<file path="src/rtl/risc_core_mc.sv">
`default_nettype none
// ============================================================================
// Module      : risc_core_mc
// Description : Parametrised multi-cycle RISC core. Instruction and data
//               memories are reached through req/ack handshakes, so
//               wait-stated memories and I/O can be attached.
//               Instruction: opcode[4] | rd[REG_AW] | rs1[REG_AW] | imm[ADDR_W]
//               rs2 is taken from imm[REG_AW-1:0]. R0 is hardwired to zero.
// Ports       : clk, reset (async, active-high), run (execution enable)
//               imem_req/imem_addr/imem_rdata/imem_ack   - instruction fetch
//               dmem_req/dmem_we/dmem_addr/dmem_wdata/
//               dmem_rdata/dmem_ack                      - data access
//               pc_out (current PC), retired (1-cycle pulse per completed
//               instruction), halted (core parked after HALT)
// Revision    : 1.0 - initial multi-cycle release
// ============================================================================
module risc_core_mc #(
    parameter int DATA_W = 8,
    parameter int ADDR_W = 8,
    parameter int REG_AW = 2,
    localparam int IW    = 4 + 2*REG_AW + ADDR_W
) (
    input  logic              clk,
    input  logic              reset,
    input  logic              run,
    output logic              imem_req,
    output logic [ADDR_W-1:0] imem_addr,
    input  logic [IW-1:0]     imem_rdata,
    input  logic              imem_ack,
    output logic              dmem_req,
    output logic              dmem_we,
    output logic [ADDR_W-1:0] dmem_addr,
    output logic [DATA_W-1:0] dmem_wdata,
    input  logic [DATA_W-1:0] dmem_rdata,
    input  logic              dmem_ack,
    output logic [ADDR_W-1:0] pc_out,
    output logic              retired,
    output logic              halted
);

    localparam int         c_NREGS    = 2**REG_AW;
    localparam logic [3:0] c_OP_ADD   = 4'd0;
    localparam logic [3:0] c_OP_SUB   = 4'd1;
    localparam logic [3:0] c_OP_LOAD  = 4'd2;
    localparam logic [3:0] c_OP_STORE = 4'd3;
    localparam logic [3:0] c_OP_JUMP  = 4'd4;
    localparam logic [3:0] c_OP_BEQZ  = 4'd5;
    localparam logic [3:0] c_OP_ADDI  = 4'd6;
    localparam logic [3:0] c_OP_HALT  = 4'd7;

    typedef enum logic [2:0] {
        S_IDLE   = 3'd0,
        S_FETCH  = 3'd1,
        S_EXEC   = 3'd2,
        S_MEM    = 3'd3,
        S_HALTED = 3'd4
    } state_t;

    state_t            r_state;
    logic [ADDR_W-1:0] r_pc;
    logic [IW-1:0]     r_ir;
    logic [DATA_W-1:0] r_regs [c_NREGS];
    logic              r_imem_req;
    logic              r_dmem_req;
    logic              r_dmem_we;
    logic [ADDR_W-1:0] r_dmem_addr;
    logic [DATA_W-1:0] r_dmem_wdata;
    logic              r_retired;
    logic              r_halted;

    // Instruction field decode
    logic [3:0]        w_op;
    logic [REG_AW-1:0] w_rd;
    logic [REG_AW-1:0] w_rs1;
    logic [REG_AW-1:0] w_rs2;
    logic [ADDR_W-1:0] w_imm;
    logic [DATA_W-1:0] w_imm_d;
    logic [DATA_W-1:0] w_rd_val;
    logic [DATA_W-1:0] w_rs1_val;
    logic [DATA_W-1:0] w_rs2_val;
    logic [ADDR_W-1:0] w_daddr;
    logic [ADDR_W-1:0] w_pc_inc;

    assign w_op      = r_ir[IW-1 -: 4];
    assign w_rd      = r_ir[IW-5 -: REG_AW];
    assign w_rs1     = r_ir[IW-5-REG_AW -: REG_AW];
    assign w_imm     = r_ir[ADDR_W-1:0];
    assign w_rs2     = w_imm[REG_AW-1:0];
    // Immediate is zero-extended or truncated to the datapath width
    assign w_imm_d   = DATA_W'(w_imm);
    // R0 is never written, so it reads back as its reset value of zero
    assign w_rd_val  = r_regs[w_rd];
    assign w_rs1_val = r_regs[w_rs1];
    assign w_rs2_val = r_regs[w_rs2];
    assign w_daddr   = ADDR_W'(w_rs1_val) + w_imm;
    assign w_pc_inc  = r_pc + ADDR_W'(1);

    // Single-cycle instruction results (everything except LOAD/STORE/HALT)
    logic              w_wb_en;
    logic [DATA_W-1:0] w_wb_val;
    logic [ADDR_W-1:0] w_next_pc;

    always_comb begin
        w_wb_en   = 1'b0;
        w_wb_val  = w_rs1_val + w_rs2_val;
        w_next_pc = w_pc_inc;
        case (w_op)
            c_OP_ADD: begin
                w_wb_en  = 1'b1;
                w_wb_val = w_rs1_val + w_rs2_val;
            end
            c_OP_SUB: begin
                w_wb_en  = 1'b1;
                w_wb_val = w_rs1_val - w_rs2_val;
            end
            c_OP_ADDI: begin
                w_wb_en  = 1'b1;
                w_wb_val = w_rs1_val + w_imm_d;
            end
            c_OP_JUMP: w_next_pc = w_imm;
            c_OP_BEQZ: if (w_rd_val == '0) w_next_pc = w_imm;
            default: ;
        endcase
    end

    always_ff @(posedge clk or posedge reset) begin
        if (reset) begin
            r_state      <= S_IDLE;
            r_pc         <= '0;
            r_ir         <= '0;
            r_imem_req   <= 1'b0;
            r_dmem_req   <= 1'b0;
            r_dmem_we    <= 1'b0;
            r_dmem_addr  <= '0;
            r_dmem_wdata <= '0;
            r_retired    <= 1'b0;
            r_halted     <= 1'b0;
            for (int i = 0; i < c_NREGS; i++) r_regs[i] <= '0;
        end else begin
            r_retired <= 1'b0;
            case (r_state)
                S_IDLE: begin
                    if (run) begin
                        r_state    <= S_FETCH;
                        r_imem_req <= 1'b1;
                    end
                end
                S_FETCH: begin
                    if (r_imem_req && imem_ack) begin
                        r_ir       <= imem_rdata;
                        r_imem_req <= 1'b0;
                        r_state    <= S_EXEC;
                    end
                end
                S_EXEC: begin
                    if (w_op == c_OP_LOAD || w_op == c_OP_STORE) begin
                        r_dmem_req   <= 1'b1;
                        r_dmem_we    <= (w_op == c_OP_STORE);
                        r_dmem_addr  <= w_daddr;
                        r_dmem_wdata <= w_rd_val;
                        r_state      <= S_MEM;
                    end else if (w_op == c_OP_HALT) begin
                        r_halted  <= 1'b1;
                        r_retired <= 1'b1;
                        r_state   <= S_HALTED;
                    end else begin
                        if (w_wb_en && w_rd != '0) r_regs[w_rd] <= w_wb_val;
                        r_pc       <= w_next_pc;
                        r_retired  <= 1'b1;
                        // run is sampled at retire: continue or park in IDLE
                        r_state    <= run ? S_FETCH : S_IDLE;
                        r_imem_req <= run;
                    end
                end
                S_MEM: begin
                    if (r_dmem_req && dmem_ack) begin
                        if (!r_dmem_we && w_rd != '0) r_regs[w_rd] <= dmem_rdata;
                        r_dmem_req <= 1'b0;
                        r_dmem_we  <= 1'b0;
                        r_pc       <= w_pc_inc;
                        r_retired  <= 1'b1;
                        r_state    <= run ? S_FETCH : S_IDLE;
                        r_imem_req <= run;
                    end
                end
                S_HALTED: ;
                default: r_state <= S_IDLE;
            endcase
        end
    end

    assign imem_req   = r_imem_req;
    assign imem_addr  = r_pc;
    assign dmem_req   = r_dmem_req;
    assign dmem_we    = r_dmem_we;
    assign dmem_addr  = r_dmem_addr;
    assign dmem_wdata = r_dmem_wdata;
    assign pc_out     = r_pc;
    assign retired    = r_retired;
    assign halted     = r_halted;

endmodule
`default_nettype wire
</file>
<file path="config.mk">
export PLATFORM = sky130hd
export DESIGN_NAME = risc_core_mc
export DESIGN_NICKNAME = d
export VERILOG_FILES = /design/src/rtl/risc_core_mc.sv
export SDC_FILE = /design/constraint.sdc
export NUM_CORES = 1
export LEC_CHECK = 0
export ABC_AREA = 1
export ABC_CLOCK_PERIOD_IN_PS = 4100
export CAP_MARGIN = 20
export CORE_UTILIZATION = 43
export DETAILED_ROUTE_END_ITERATION = 6
export HOLD_SLACK_MARGIN = 0.12
export PLACE_DENSITY = 0.69
export REMOVE_ABC_BUFFERS = 1
export SETUP_SLACK_MARGIN = 0.05
export SLEW_MARGIN = 20
export SYNTH_ARGS = -nofsm -noshare
export SYNTH_HDL_FRONTEND = slang
export SYNTH_SLANG_ARGS = --single-unit
</file>
<file path="constraint.sdc">
create_clock -name clk -period 4.1 [get_ports clk]
set_input_delay 0.82 -clock clk [delete_from_list [all_inputs] [get_ports clk]]
set_output_delay 0.82 -clock clk [all_outputs]
set_load 0.005 [all_outputs]
</file>
# Word level (Yosys, flattened, before mapping)
# Index checks and enable logic that the tools add are counted.
dict set report totals {
  output_inout_bits 37
  input_bits 29
  ff_bits 80
}
dict set report classes {
  mux 48
  eq_ne 19
  reduce_logical 22
  n_bitwise 5
  n_lt_le_gt_ge 4
  addsub 4
}
# op n
set op_table {}
lappend op_table {{two-way mux 32 bit} 5}
lappend op_table {{two-way mux 8 bit} 11}
lappend op_table {{bitwise mux 32 bit} 2}
lappend op_table {{one-hot mux 32 bit (2 select lines)} 1}
lappend op_table {{binary-select mux 8 bit (select 2 bit)} 3}
lappend op_table {{one-hot mux 8 bit (2 select lines)} 3}
lappend op_table {{adder 8 bit} 2}
lappend op_table {{demux 8 bit (select 2 bit)} 1}
lappend op_table {{equality test 4 x 3 -> 1 bit (second input constant)} 4}
lappend op_table {{!= test 2 bit (second input constant)} 8}
lappend op_table {{two-way mux 3 bit} 5}
lappend op_table {{one-hot mux 3 bit (5 select lines)} 1}
lappend op_table {{two-way mux 1 bit} 12}
lappend op_table {{AND reduction 6 bit} 2}
lappend op_table {{greater-or-equal comparator 3 bit (second input constant)} 3}
lappend op_table {{inverter 2 -> 3 bit} 3}
lappend op_table {{adder 8 x 1 -> 8 bit (second input constant)} 1}
lappend op_table {{equality test 4 x 2 -> 1 bit (second input constant)} 2}
lappend op_table {{zero test 8 bit} 1}
lappend op_table {{AND reduction 4 bit} 2}
lappend op_table {{subtractor 8 bit} 1}
lappend op_table {{equality test 3 x 2 -> 1 bit (second input constant)} 2}
lappend op_table {{one-hot mux 1 bit (2 select lines)} 3}
lappend op_table {{AND reduction 3 bit} 2}
lappend op_table {{15 further kinds} 22}

# Longest topological paths before layout
# Gate-level depths: netlist (run 1).
dict set report logic_depth {
  depth_word 11
  mapped_depth 20
  ltp_nobuf 18
}

# Least setup slack after synthesis (run 1)
# No wires, ideal clock.
dict set report synth_timing {
  path_kind {register -> register}
  from {reg r_ir[0]}
  to {reg r_regs[14] (netlist bit)}
  arrival_ns 2.847
  path_stages_with_launch 21
  n_path_buf 2
  setup_ns 0.065
  period_less_slack_ns 2.912
  setup_slack_ns 1.188
  cell_sequence {dfrtp_1 -> buf_4 -> inv_1 -> buf_2 -> nand2_1 -> nand3_1 -> nand2_1 -> ha_1 -> o21ai_0 -> inv_1 -> fa_1 -> nand3b_1 -> nand2_1 -> nand2_1 -> nand2_1 -> a21oi_1 -> nand2_1 -> nand2_1 -> o211ai_1 -> nand2_1 -> nand2_1}
}
dict set report synth_via {
  elab_chain_cells 11
  elab_cells_between_ends 13
}
# item line
set synth_lines {}
lappend synth_lines {{start: declaration} 61} ;# logic [IW-1:0] r_ir;
lappend synth_lines {{start signal: assignment} 150} ;# r_ir <= imem_rdata;
lappend synth_lines {{inverter 2 -> 3 bit (not written as such)} 94} ;# assign w_rs2_val = r_regs[w_rs2];
lappend synth_lines {{binary-select mux 8 bit (select 2 bit)} 94}
lappend synth_lines {{two-way mux 8 bit (not written as such) (2 in series)} 94}
lappend synth_lines {{adder 8 bit / subtractor 8 bit (equally long branches)} {105, 110, 114}}
lappend synth_lines {{one-hot mux 8 bit (2 select lines) *} 107} ;# case (w_op)
lappend synth_lines {{bitwise mux 32 bit *} 167} ;# if (w_wb_en && w_rd != '0) r_regs[w_rd] <= w_wb_val;
lappend synth_lines {{two-way mux 32 bit *} 167}
lappend synth_lines {{two-way mux 32 bit *} 162} ;# end else if (w_op == c_OP_HALT) begin
lappend synth_lines {{two-way mux 32 bit *} 156} ;# if (w_op == c_OP_LOAD || w_op == c_OP_STORE) begin
lappend synth_lines {{one-hot mux 32 bit (2 select lines) *} 141} ;# case (r_state)
lappend synth_lines {{end signal: indexed assignment} 167}
lappend synth_lines {{end signal: indexed assignment} 177} ;# if (!r_dmem_we && w_rd != '0) r_regs[w_rd] <= dmem_rdata;
lappend synth_lines {{end: declaration} 62} ;# logic [DATA_W-1:0] r_regs [c_NREGS];
# Mark *: on every way between the ends. The rest lies on a longest branch, timed or not. The select of a mux whose other input is x is not followed.
# A chain may end at the register's enable or synchronous reset.

# Worst setup path in the final report (run 1)
dict set report layout_timing {
  from {reg r_ir[1]}
  to {reg r_regs[21] (netlist bit)}
}
# Same word-level chain as after synthesis.

==> results of run 1 <==
[sequential cells by signal, indices dropped and copies added (netlist names)]
register / count
halted: 1
dmem_wdata: 8
imem_addr: 8
imem_req: 1
r_state: 3
retired: 1
dmem_addr: 8
dmem_we: 1
r_ir: 16
dmem_req: 1
r_regs: 32
[report_power, final]
part	internal [uW]	switching (uW)	leakage [uW]
clock	658	331	0.000174
sequential	1110	413	0.000988
combinational	1560	2380	0.00184
total	3330	3130	0.00300
[layout make-up]
cell class / count / area (um^2) / area share
Multi-Input combinational cell: 532 / 2640 / 0.431
Sequential cell: 80 / 2000 / 0.328
Clock inverter: 5 / 129 / 0.0211
Timing Repair Buffer: 68 / 686 / 0.112
Clock buffer: 11 / 233 / 0.0381
Tap cell: 143 / 179 / 0.0293
Inverter: 65 / 248 / 0.0405
[logic make-up (layout without fill, tap and decap cells)]
| group | after synthesis | in the layout | synth area share |
|---|---|---|---|
| xor gates and xnor gates | 15 | 15 | 0.0259 |
| muxes | 4 | 4 | 0.00888 |
| buffers and inverters | 102 | 149 | 0.0853 |
| AOI/OAI and AO/OA | 121 | 121 | 0.127 |
| adders and majority gates | 18 | 18 | 0.0473 |
| DFF | 80 | 80 | 0.395 |
| and+or+nand+nor | 374 | 374 | 0.311 |
[worst max path at each step]
stage,endpoint,depth (start not counted),startpoint,slack [ps]
after CTS,r_regs[21],18,r_ir[0],540
after global placement,r_regs[5],18,r_ir[1],780
final,r_regs[21],18,r_ir[1],530
after global routing,r_regs[21],18,r_ir[1],70
after detailed placement,r_regs[21],18,r_ir[0],580
after floorplan,r_regs[22],18,r_ir[0],1150
[placed cells by master, fill, tap and decap left out, types with 2 or more instances in the layout]
cell type        count
o211ai_1             2
a21oi_1             43
buf_4                2
nand3_2              2
o21ai_1             13
o21ai_0             47
o31ai_1              2
nand3_1             55
dfrtp_1             79
a32oi_1              2
xnor2_1              6
nand4_1              7
nor2_2               4
inv_2                4
nand3b_1             2
nand2_1            226
xor2_1               9
fa_1                 2
clkdlybuf4s50_1     65
clkbuf_1             2
bufinv_16            4
nor3_1               3
mux2_2               4
clkbuf_16            9
inv_1               58
ha_1                16
or2_2                5
nor2_1              66
o22ai_1              7
[critical path, delay by kind of cell (launching register included)]
kind | cells | cell delay (ps)
XOR/XNOR | 1 | 140
AND/OR/NAND/NOR | 9 | 740
buffers and inverters | 1 | 390
adder cells (fa/ha/maj) | 2 | 530
flip-flops | 1 | 620
AO/OA/AOI/OAI | 5 | 1080
[metal layers]
metal / vias up / routed length [um] / global-route usage
li1: 2395 / - / -
met1: 2264 / 6260 / 0.313
met2: 193 / 6570 / 0.396
met3: 38 / 903 / 0.0510
met4: 0 / 480 / 0.115
met5: - / 0 / 0
[stage by stage]
stage	cells	area, um^2
floorplan	677	4890
finish	904	6120
detailed placement	887	5730
CTS	903	6090
global placement	887	5730
global route	904	6120
==> results_dict.tcl, run 1 <==
set metrics [dict create \
    hold_buffers 0 \
    start_util 0.442 \
    dp_slack_ps 577 \
    critPathMostFrequentCell "nand2_1" \
    grt_pass1_wl_mm 23.5 \
    ff2ff_setup_slack_ps 530 \
    final_nets 803 \
    cts_tree "done" \
    end_kind "flip-flop" \
    fillCellCount 1097 \
    rsz0062_at_grt "no" \
    vias 4890 \
    synth_common_cells "226 x nand2_1, 80 x dfrtp_1, 66 x nor2_1" \
    finalSetupTns_ps 0 \
    synthArstFlopShare 1.00 \
    cts_root_buffer "clkbuf_16" \
    grt_max_degree 56 \
    r2r_start "r_ir[1]" \
    maxCapViolCount 0 \
    dp_hpwl_mm 10.4 \
    cp_max_fo 11 \
    synth.distinct_cells 38 \
    synth-edff-count 0 \
    numCtsBuffers 9 \
    critical_path_class "flip-flop to flip-flop" \
    hold_path_end "r_regs[24]" \
    cts.repair.resized 0 \
    max_freq_mhz 280 \
    drt_wl_total_mm 14.2 \
    clk_path_buf_depth 2 \
    report.final.slew_viol_count 0 \
    synth_seq_area_share 0.395 \
    p_leak_uw 0.00300 \
    hold_violations 0 \
    cp_slowest_cell "dfrtp_1" \
    synth.area.top_cells "dfrtp_1 39%, nand2_1 17%, nand3_1 5.4%" \
    p_total_uw 6460 \
    post-route-period-util 0.871 \
    drive_above_1_share 0.0552 \
    drt_first_pass_iters 5 \
    cellPowerDensity_nw_per_um2 1060 \
    avgSynthCellArea_um2 7.11 \
    cts_setup_buffers 0 \
    placementRows 39 \
    ys.flop_type "dfrtp_1" \
    gp_congestion 0.920 \
    clk_pin_slew_ps 60 \
    antenna_found_initial 0 \
    track_usage 0.245 \
    drc_errors 0 \
    synth_most_common_cell "nand2_1" \
    synth-seq-cells 80 \
    peakVddDrop_mv 0.398 \
    synth_top_area_cell "dfrtp_1" \
    drt_iter0_drc 341 \
    crit_required_ps 4390 \
    die_y_um 111 \
    hp-class "flip-flop to flip-flop" \
    dieArea_um2 12200 \
    syn2layout_area_growth_pct 20.5 \
    io_buffers 65 \
    worst_setup_path_start_kind "flip-flop" \
    cp_cell_sequence "clkinv_1, a21oi_1, o21ai_0, nand2_1, ha_1, nor2_1, xor2_1, ha_1, nand2_1, o21ai_0, nand2_1, nand2_1, a21oi_1, nand2_1, nand2_1, o211ai_1, nand2_1, nand2_1" \
    hp-start "r_regs[24]" \
    reg2reg_depth 18 \
    synth_warnings 0 \
    htreeDepth 3 \
    skew_ps 6.78 \
    grt_pass1_vias 4710 \
    netlist.area_leader.share 0.395 \
    arrival_ps 3860 \
    worst_pin_slew_ps 1070 \
    drt-wirelength-per-cell_um 15.7 \
    coreArea_um2 11500 \
    viasPerCell 5.41 \
    critPathMaxStageDelay_ps 620 \
    num_antenna_cells 0 \
    clock_latency_ps 350 \
    final_util 0.533 \
    syn-instance-count 714 \
    cts_num_sinks 80 \
    setup_viol 0 \
    hold-path-cell-count 0 \
    io_pins 66 \
    antenna_left 0 \
    holdWs_ps 412 \
    die_width_um 111 \
    status "complete, no violations" \
    grt_overflow 0 \
    setup_ws_ps 528 \
    fin_crit_ps 3570 \
    rr_endpoint "r_regs[21]" \
    relSlewSlack 0.283 \
    synth_area_um2 5070 \
]
No activity file was read; power rests on OpenSTA's default activity.
==> inputs of run 2 (changes only) <==
GPL_TIMING_DRIVEN = 1   (was not set)
PLACE_DENSITY = not set   (was 0.69)
==> run 2 against run 1 <==
- routed wire length up 1.1%
- die area unchanged
- clock power down 13%
- total power down 2.0%
- via count down 2.0%
- final cell count up 0.11%
- critical path depth unchanged
- core utilization down 0.29 points
- clock-buffer cell count unchanged
- largest cell class unchanged
==> results_dict.tcl, run 2 (same netlist as run 1, synthesis figures left out) <==
set metrics [dict create \
    crit_required_ps 4380 \
    drc_errors 0 \
    clock_latency_ps 350 \
    rsz0062_at_grt "no" \
    peakVddDrop_mv 0.526 \
    cts_setup_buffers 0 \
    coreArea_um2 11500 \
    max_freq_mhz 277 \
    hold_buffers 0 \
    maxCapViolCount 0 \
    htreeDepth 3 \
    track_usage 0.249 \
    skew_ps 10.1 \
    cts_root_buffer "clkbuf_16" \
    drive_above_1_share 0.0551 \
    hold_violations 0 \
    layout_common_cells "226 x nand2_1, 80 x dfrtp_1, 66 x nor2_1" \
    drt-wirelength-per-cell_um 15.9 \
    gp_congestion 0.897 \
    status "complete, no violations" \
    report.final.slew_viol_count 0 \
    relSlewSlack 0.465 \
    worst_setup_path_start_kind "flip-flop" \
    setup_viol 0 \
    dieArea_um2 12200 \
    drt_first_pass_iters 5 \
    largest_reg_flops 32 \
    cts_num_sinks 80 \
    num_antenna_cells 0 \
    cellPowerDensity_nw_per_um2 1040 \
    final_nets 804 \
    fin_crit_ps 3610 \
    clk_path_buf_depth 2 \
    drt_wl_total_mm 14.4 \
    numCtsBuffers 9 \
    die_y_um 111 \
    top_regs "r_regs x32, r_ir x16" \
    critPathMaxStageDelay_ps 720 \
    vias 4794 \
    start_util 0.442 \
    cp_cell_sequence "inv_1, nand2_1, nand3_1, nand2_1, ha_1, o21ai_0, inv_1, fa_1, nand3b_1, nand2_1, nand2_1, nand2_1, a21oi_1, nand2_1, nand2_1, o211ai_1, nand2_1, nand2_1" \
    critPathMostFrequentCell "nand2_1" \
    drt_iter0_drc 365 \
    mostFrequentLayoutCell "nand2_1" \
    fillCellCount 1116 \
    syn2layout_area_growth_pct 19.9 \
    grt_pass1_vias 4592 \
    cts_tree "done" \
    grt_pass1_wl_mm 23.8 \
    grt_overflow 0 \
    post-route-period-util 0.881 \
    dp_cells 887 \
    dr_wl_met2_mm 6.83 \
    io_pins 66 \
    hp-class "flip-flop to flip-flop" \
    top_layer_used "met4" \
    die_width_um 111 \
    finalSetupTns_ps 0 \
    grt_max_degree 55 \
    io_buffers 65 \
    antenna_found_initial 0 \
    wl_met1_mm 6.32 \
    antenna_left 0 \
    cp_max_fo 20 \
    end_kind "flip-flop" \
    p_leak_uw 0.00299 \
    clk_pin_slew_ps 60 \
    cp_slowest_cell "dfrtp_1" \
    viasPerCell 5.30 \
    wl_met3_um 910 \
    arrival_ps 3900 \
    critical_path_class "flip-flop to flip-flop" \
    regMostFlops "r_regs" \
    p_total_uw 6330 \
    instances_no_fill 905 \
    worst_pin_slew_ps 801 \
    dp_hpwl_mm 10.7 \
    cts.repair.resized 0 \
    placementRows 39 \
]
==> run 2: cell count changes in the layout (fill, tap and decap cells not counted) <==
cell and delta:
dfrtp_1 +1, buf_8 +1, clkinvlp_4 +1, dfrtp_2 -1
bufinv_16 -2, clkinv_2 +1
==> run 2: critical path, delay by kind of cell (launching register included) <==
family / cells / cell delay (ps)
adder cells (fa/ha/maj): 2 / 670
AND/OR/NAND/NOR: 11 / 1030
AO/OA/AOI/OAI: 3 / 640
flip-flops: 1 / 720
buffers and inverters: 2 / 500
==> run 2: cell type report <==
type                    instances  area (um^2)  share of cell area
clock buffers                  11          233              0.0383
clock inverters                 5         81.3              0.0134
inverters                      65          248              0.0407
multi-input cells             532         2640               0.434
flip-flops and latches         80         2000               0.329
well taps                     143          179              0.0294
repair buffers                 69          701               0.115
==> run 2: worst paths after layout <==
path / start / to / slack (ps) / depth (start not counted)
max: r_ir[0] / r_regs[22] / 490 / 18
min: r_regs[24] / r_regs[24] / 410 / 0
max reg2reg: r_ir[0] / r_regs[22] / 490 / 18
min reg2reg: r_regs[24] / r_regs[24] / 410 / 0
max in group asynchronous: reset / dmem_addr[1] / 2700 / 4
min in group asynchronous: reset / r_ir[10] / 740 / 2
==> run 2: report_power, final <==
| part | leakage [uW] | switching, uW | internal [uW] | total [uW] |
|---|---|---|---|---|
| Sequential | 0.000989 | 412 | 1110 | 1520 |
| Clock | 0.000150 | 329 | 534 | 863 |
| Combinational | 0.00185 | 2390 | 1560 | 3950 |
| Total | 0.00299 | 3130 | 3200 | 6330 |
==> run 2: stage by stage <==
step / setup WS (ps) / hold WS [ps] / utilization / instance area [um^2]
2_1_floorplan: 1150 / 374 / - / 4890
3_3_place_gp: 691 / 404 / 0.500 / 5730
3_5_place_dp: 569 / 394 / 0.500 / 5730
4_1_cts: 547 / 408 / 0.527 / 6050
5_1_grt: 93.3 / 440 / 0.530 / 6080
6_report: 486 / 406 / 0.530 / 6080
==> run 2: metal layers <==
metal	global-route usage	vias to the layer above
li1	-	2393
met4	0.0729	0
met5	0	-
met2	0.417	176
met1	0.316	2205
met3	0.0615	20
